**src/rtl/accum_pkg.sv**
```systemverilog
// ---------------------------------------------------------------------------
// accum_pkg
// Shared types and helpers for the sequence accumulator.
//   mode_t   : fold operation selected at stream start
//   state_t  : controller states (two-bit register)
//   identity : starting accumulator value for a given operation
// ---------------------------------------------------------------------------
package accum_pkg;

  typedef enum logic [1:0] {
    M_SUM = 2'd0,
    M_MIN = 2'd1,
    M_MAX = 2'd2,
    M_XOR = 2'd3
  } mode_t;

  typedef enum logic [1:0] {
    S_IDLE = 2'd0,
    S_RUN  = 2'd1,
    S_DONE = 2'd2
  } state_t;

  // Identity element of each fold, returned 64 bits wide so one function
  // serves every data width; callers keep the low w bits (w <= 64).
  // MIN starts from all-ones so the first element always wins the compare.
  function automatic logic [63:0] identity(input mode_t m, input int unsigned w);
    logic [63:0] ones;
    ones = ~64'd0;
    if (m == M_MIN) begin
      return ones >> (64 - w);
    end
    return 64'd0;
  endfunction

endpackage

```
**src/rtl/accum_alu.sv**
```systemverilog
// ---------------------------------------------------------------------------
// accum_alu
// Combinational fold step: acc_next = op(acc, in_a).
//   mode     in  fold operation
//   acc      in  current accumulator value
//   in_a     in  element being folded in
//   acc_next out updated accumulator value
//   carry    out SUM carried past W bits (always 0 for MIN/MAX/XOR)
// SATURATE=1 clamps an overflowing SUM to all-ones, SATURATE=0 wraps.
// ---------------------------------------------------------------------------
module accum_alu
  import accum_pkg::*;
#(
  parameter int W        = 8,
  parameter int SATURATE = 1
) (
  input  mode_t          mode,
  input  logic [W-1:0]   acc,
  input  logic [W-1:0]   in_a,
  output logic [W-1:0]   acc_next,
  output logic           carry
);

  logic [W:0] sum;

  always_comb begin
    sum      = {1'b0, acc} + {1'b0, in_a};
    acc_next = acc;
    carry    = 1'b0;
    unique case (mode)
      M_SUM: begin
        carry = sum[W];
        // Once clamped at all-ones, any further non-zero add carries again,
        // so the result stays pinned without extra state.
        if (SATURATE != 0 && sum[W]) begin
          acc_next = '1;
        end else begin
          acc_next = sum[W-1:0];
        end
      end
      M_MIN: acc_next = (in_a < acc) ? in_a : acc;
      M_MAX: acc_next = (in_a > acc) ? in_a : acc;
      M_XOR: acc_next = acc ^ in_a;
      default: acc_next = acc;
    endcase
  end

endmodule

```
**src/rtl/accum_seq.sv**
```systemverilog
// ---------------------------------------------------------------------------
// accum_seq
// go_l-started sequence accumulator. Folds a stream of qualified words into
// a SUM / MIN / MAX / XOR result; the stream ends on a zero word or after
// MAXN non-zero elements. done holds until ack_l or a new go_l.
//   ck       in  clock, rising edge
//   reset_l  in  asynchronous active-low reset
//   go_l     in  active-low start, sampled only in IDLE and DONE
//   mode     in  0 SUM, 1 MIN, 2 MAX, 3 XOR (latched at start)
//   inA      in  data word
//   in_valid in  inA qualifier
//   ack_l    in  active-low acknowledge of done
//   busy     out stream in progress (RUN)
//   done     out result ready (DONE)
//   result   out accumulator value
//   count    out non-terminator elements accepted
//   ovf      out sticky SUM overflow for this stream
//   trunc    out stream ended by the MAXN limit
//
// Input handshake: inA is taken on every rising edge where in_valid=1 and
// the block is in RUN. There is no ready/back-pressure; the source must not
// present words outside RUN (they are simply dropped). Outputs are decoded
// from registers only.
// ---------------------------------------------------------------------------
module accum_seq
  import accum_pkg::*;
#(
  parameter int W        = 8,
  parameter int CW       = 8,
  parameter int MAXN     = 255,  // 1 .. 2^CW-1
  parameter int SATURATE = 1
) (
  input  logic          ck,
  input  logic          reset_l,
  input  logic          go_l,
  input  logic [1:0]    mode,
  input  logic [W-1:0]  inA,
  input  logic          in_valid,
  input  logic          ack_l,
  output logic          busy,
  output logic          done,
  output logic [W-1:0]  result,
  output logic [CW-1:0] count,
  output logic          ovf,
  output logic          trunc
);

  state_t        state_q;
  mode_t         mode_q;
  logic [W-1:0]  alu_next;
  logic          alu_carry;
  logic [63:0]   ident_wide;
  logic [CW-1:0] count_inc;
  logic          start;
  logic          take_elem;
  logic          take_term;
  logic          limit_hit;

  accum_alu #(
    .W        (W),
    .SATURATE (SATURATE)
  ) u_alu (
    .mode     (mode_q),
    .acc      (result),
    .in_a     (inA),
    .acc_next (alu_next),
    .carry    (alu_carry)
  );

  // Identity is computed from the live mode input because it is loaded on
  // the same edge that latches mode.
  assign ident_wide = identity(mode_t'(mode), W);

  assign start     = ((state_q == S_IDLE) || (state_q == S_DONE)) && !go_l;
  assign take_elem = (state_q == S_RUN) && in_valid && (inA != '0);
  assign take_term = (state_q == S_RUN) && in_valid && (inA == '0);
  assign count_inc = count + 1'b1;
  assign limit_hit = (count_inc == CW'(MAXN));

  always_ff @(posedge ck or negedge reset_l) begin
    if (!reset_l) begin
      state_q <= S_IDLE;
      mode_q  <= M_SUM;
      result  <= '0;
      count   <= '0;
      ovf     <= 1'b0;
      trunc   <= 1'b0;
    end else begin
      // A start from DONE implies the acknowledge, so IDLE and DONE share it.
      if (start) begin
        state_q <= S_RUN;
        mode_q  <= mode_t'(mode);
        result  <= ident_wide[W-1:0];
        count   <= '0;
        ovf     <= 1'b0;
        trunc   <= 1'b0;
      end else begin
        unique case (state_q)
          S_RUN: begin
            if (take_term) begin
              state_q <= S_DONE;
            end else if (take_elem) begin
              result <= alu_next;
              count  <= count_inc;
              ovf    <= ovf | alu_carry;
              if (limit_hit) begin
                state_q <= S_DONE;
                trunc   <= 1'b1;
              end
            end
          end
          S_DONE: begin
            if (!ack_l) begin
              state_q <= S_IDLE;
            end
          end
          S_IDLE: begin
            state_q <= S_IDLE;
          end
          default: begin
            state_q <= S_IDLE;
          end
        endcase
      end
    end
  end

  assign busy = (state_q == S_RUN);
  assign done = (state_q == S_DONE);

endmodule

```
**config.mk**
```make
export PLATFORM = sky130hd
export DESIGN_NAME = accum_seq
export DESIGN_NICKNAME = d
export VERILOG_FILES = /design/src/rtl/accum_pkg.sv /design/src/rtl/accum_alu.sv /design/src/rtl/accum_seq.sv
export SDC_FILE = /design/constraint.sdc
export NUM_CORES = 1
export LEC_CHECK = 0
export CORE_UTILIZATION = 29
export CTS_CLUSTER_DIAMETER = 100
export DETAILED_ROUTE_END_ITERATION = 12
export PLACE_DENSITY = 0.6
export SETUP_SLACK_MARGIN = 0.15
export SLEW_MARGIN = 40
export SYNTH_ARGS = -nofsm -noshare
export SYNTH_HDL_FRONTEND = slang
export SYNTH_SLANG_ARGS = --single-unit
```
**constraint.sdc**
```tcl
create_clock -name ck -period 3.17 [get_ports ck]
set_clock_uncertainty 0.15 [all_clocks]
set_input_delay 0.317 -clock ck [delete_from_list [all_inputs] [get_ports ck]]
set_output_delay 0.317 -clock ck [all_outputs]
set_load 0.02 [all_outputs]
```
==> key figures <==
Logic synthesis
  • Post-Syn Area: 1992 um^2
  • Ys async rst share: 1.000
  • Synth Area per Inst: 8.932 um^2
  • Main flop type after synthesis: dfrtp_1
  • Seq/Total Area, Yosys: 0.2764
  • #FFs+latches synth: 22
  • Yosys top cell by area: dfrtp_1
  • Top-area cell type share of the netlist area: 0.2764
  • Synth unique cells: 53
  • YS warnings: 0
  • Syn Inst Count: 223
  • Synthesized Nets: 262
  • Top cells by count, synth: ha_1 (23), dfrtp_1 (22), o21ai_0 (22)
  • Top post-synthesis cells by area: dfrtp_1 (28%), ha_1 (14%), o21ai_0 (5.5%)
  • Number of flops mapped to enable cells by yosys: 0
  • Top-count cell post-synth: ha_1

Setup path
  • WS Path Type: input port to register
  • WP data arrival: 2.85 ns
  • Worst-path fanout max: 7
  • Data required, critical path: 3.22 ns
  • CP Capture Type: register
  • Worst setup SP type: input port

GRT
  • Number of global-route vias before repair: 1639
  • First-pass GRT wire length: 8142 um
  • Largest net degree at the start of global routing: 23
  • Initial antenna violation count: 0
  • Grt ovf: 0
  • Tot GR Track Use: 0.1427

Power and ir drop
  • Worst ir drop on vdd: 0.0003134 V
  • Power density cells: 897.3 nW/um^2
  • Reg power frac: 0.221
  • Clock power share: 0.117
  • P_int: 1.248 mW
  • Power Total: 2.257 mW
  • Switching share of power: 0.4468
  • Switch Pwr: 1.008 mW
  • Part of the power in combinational logic: 0.662
  • Leakage: 1.097 nW

Clock tree
  • # hold bufs at CTS: 0
  • Setup bufs post-CTS: 0
  • Worst-skew pair later-pin latency: 0.27 ns
  • Resize count post-CTS: 0
  • CTS root buf: clkbuf_8
  • Clock slew at reported path FFs: 0.09 ns
  • Clk sinks: 22
  • Longest Clk Path Bufs: 2
  • TritonCTS Buffers: 3
  • CTS tree: yes
  • CTS H-tree lvls: 1

Timing
  • Unrepaired setup endpoints after global routing: no
  • Max Fclk: 356.5 MHz
  • Period utilization: 0.8849
  • Final Setup Violations: 0
  • Worst-margin pin slew: 0.5622 ns
  • Slew Limit Fails: 0
  • Final Critical Period: 2.805 ns
  • Final Hold Fails: 0
  • Worst slew margin: 0.6240
  • Setup TNS: 0 ns

Floorplanning
  • Num rows: 29
  • Die area: 7204 um^2
  • Die span in x: 84.88 um
  • Die Ht: 84.88 um
  • Starting Density: 0.3067
  • Core ar.: 6495 um^2
  • I/O pin cnt: 35

Finish
  • Multi-input logic area: 1348 um^2
  • Ant. Diodes: 0
  • Fillers: 635
  • Area growth from synthesis to layout: 26.26%
  • Fraction of layout instances using a drive strength above 1: 0.08812
  • FF/Latch Area: 550.5 um^2
  • Design Area, Final: 2515 um^2
  • Fin nets: 301

Run status
  • Outcome: finished, violations left
  • Violated checks: design-rule violations

Detailed routing
  • DRT Wirelength: 4896 um
  • Detail Route Antenna Nets: 0
  • Pre-Repair DR Iteration Count: 8
  • Vias per cell: 5.337
  • Vias: 1804
  • DRC viols: 4
  • DR WL/cell: 14.49 um
  • Initial DRC count: 95

Placed design
  • Post-DP HPWL: 3796 um
  • Port Buffer Count: 34
  • Placed Area: 2444 um^2
  • Routability cong.: 0.8738

Flow run
  • Max-cap violations: 0

Hold path
  • Hold crit path type: input port to asynchronous set/reset pin
-- final cells by class --
class / instances / area share
clock buffers: 3 / 0.01642
multi-input cells: 178 / 0.5358
inverters: 17 / 0.02537
well taps: 77 / 0.03831
clock inverters: 1 / 0.01194
flip-flops and latches: 22 / 0.2189
repair buffers: 40 / 0.1532
-- worst max-delay path, cell delays in order --
cell and delay, ns:
clkdlybuf4s50_1 0.54, ha_1 0.40, nor2b_1 0.14, o211ai_1 0.22, a21oi_1 0.12, nand2b_1 0.19, a211oi_4 0.53, buf_4 0.22
mux2i_1 0.17
-- final timing paths --
path	start	slack [ns]	depth (start not counted)	to
max	inA[1]	0.37	9	result[1]
min	reset_l	0.26	2	count[6]
max reg2reg	result[1]	0.50	9	result[1]
min reg2reg	ovf	0.35	1	ovf
max in group asynchronous	reset_l	2.37	2	mode_q[1]
min in group ck	ovf	0.35	1	ovf
-- placed cells by master, fill, tap and decap left out, types with 4 or more instances in the layout --
cell              n
xnor2_1           5
mux2_4            4
nand2_1          11
ha_1             23
inv_1            16
nand3_1           5
mux2i_1           5
nor2b_1           6
o31ai_1           5
a21oi_1          12
o21ai_0          22
nor3_1            4
and2b_1           4
nand2b_1          9
dfrtp_1          22
buf_4             6
a221oi_1          4
nor2_1           14
clkdlybuf4s50_1  34
-- sequential cells by signal (all words and copies together), names as in the netlist --
| signal | cells |
|---|---|
| result | 8 |
| count | 8 |
| ovf | 1 |
| state_q | 2 |
| mode_q | 2 |
| trunc | 1 |
-- metrics by stage --
stage,setup slack [ns],std cells,hold WS (ns),util
2_1_floorplan,0.6849,223,-0.1286,-
3_3_place_gp,0.08640,334,0.3484,0.3762
3_5_place_dp,0.06893,334,0.3368,0.3762
4_1_cts,0.3670,338,0.2654,0.3872
5_1_grt,0.2719,338,0.2833,0.3872
6_report,0.3650,338,0.2588,0.3872
-- cell families (layout without fill, tap and decap cells) --
family / Yosys count / after routing / share of synthesized area
buf+inv: 23 / 61 / 0.04711
fa+ha+maj: 24 / 24 / 0.1545
mux: 9 / 9 / 0.05528
compound gates: 64 / 64 / 0.2268
xor+xnor: 6 / 6 / 0.02638
simple gates: 75 / 75 / 0.2136
flops: 22 / 22 / 0.2764
-- power groups by stage --
stage | Clock, mW | Combinational (mW) | Sequential [mW]
6_report | 0.265 | 1.49 | 0.498
5_1_grt | 0.284 | 1.67 | 0.516
4_1_cts | 0.270 | 1.49 | 0.498
2_1_floorplan | 0 | 0.968 | 0.567
3_3_place_gp | 0 | 1.48 | 0.503
3_5_place_dp | 0 | 1.49 | 0.501
-- routing by layer --
metal	GRT usage	vias to the layer above	wire, um
met1	0.2089	844	2419
met2	0.2158	65	2134
met3	0.02043	8	257
li1	-	887	-
met5	0	-	0
met4	0.04622	0	84
Power figures use the tool's default switching activity.
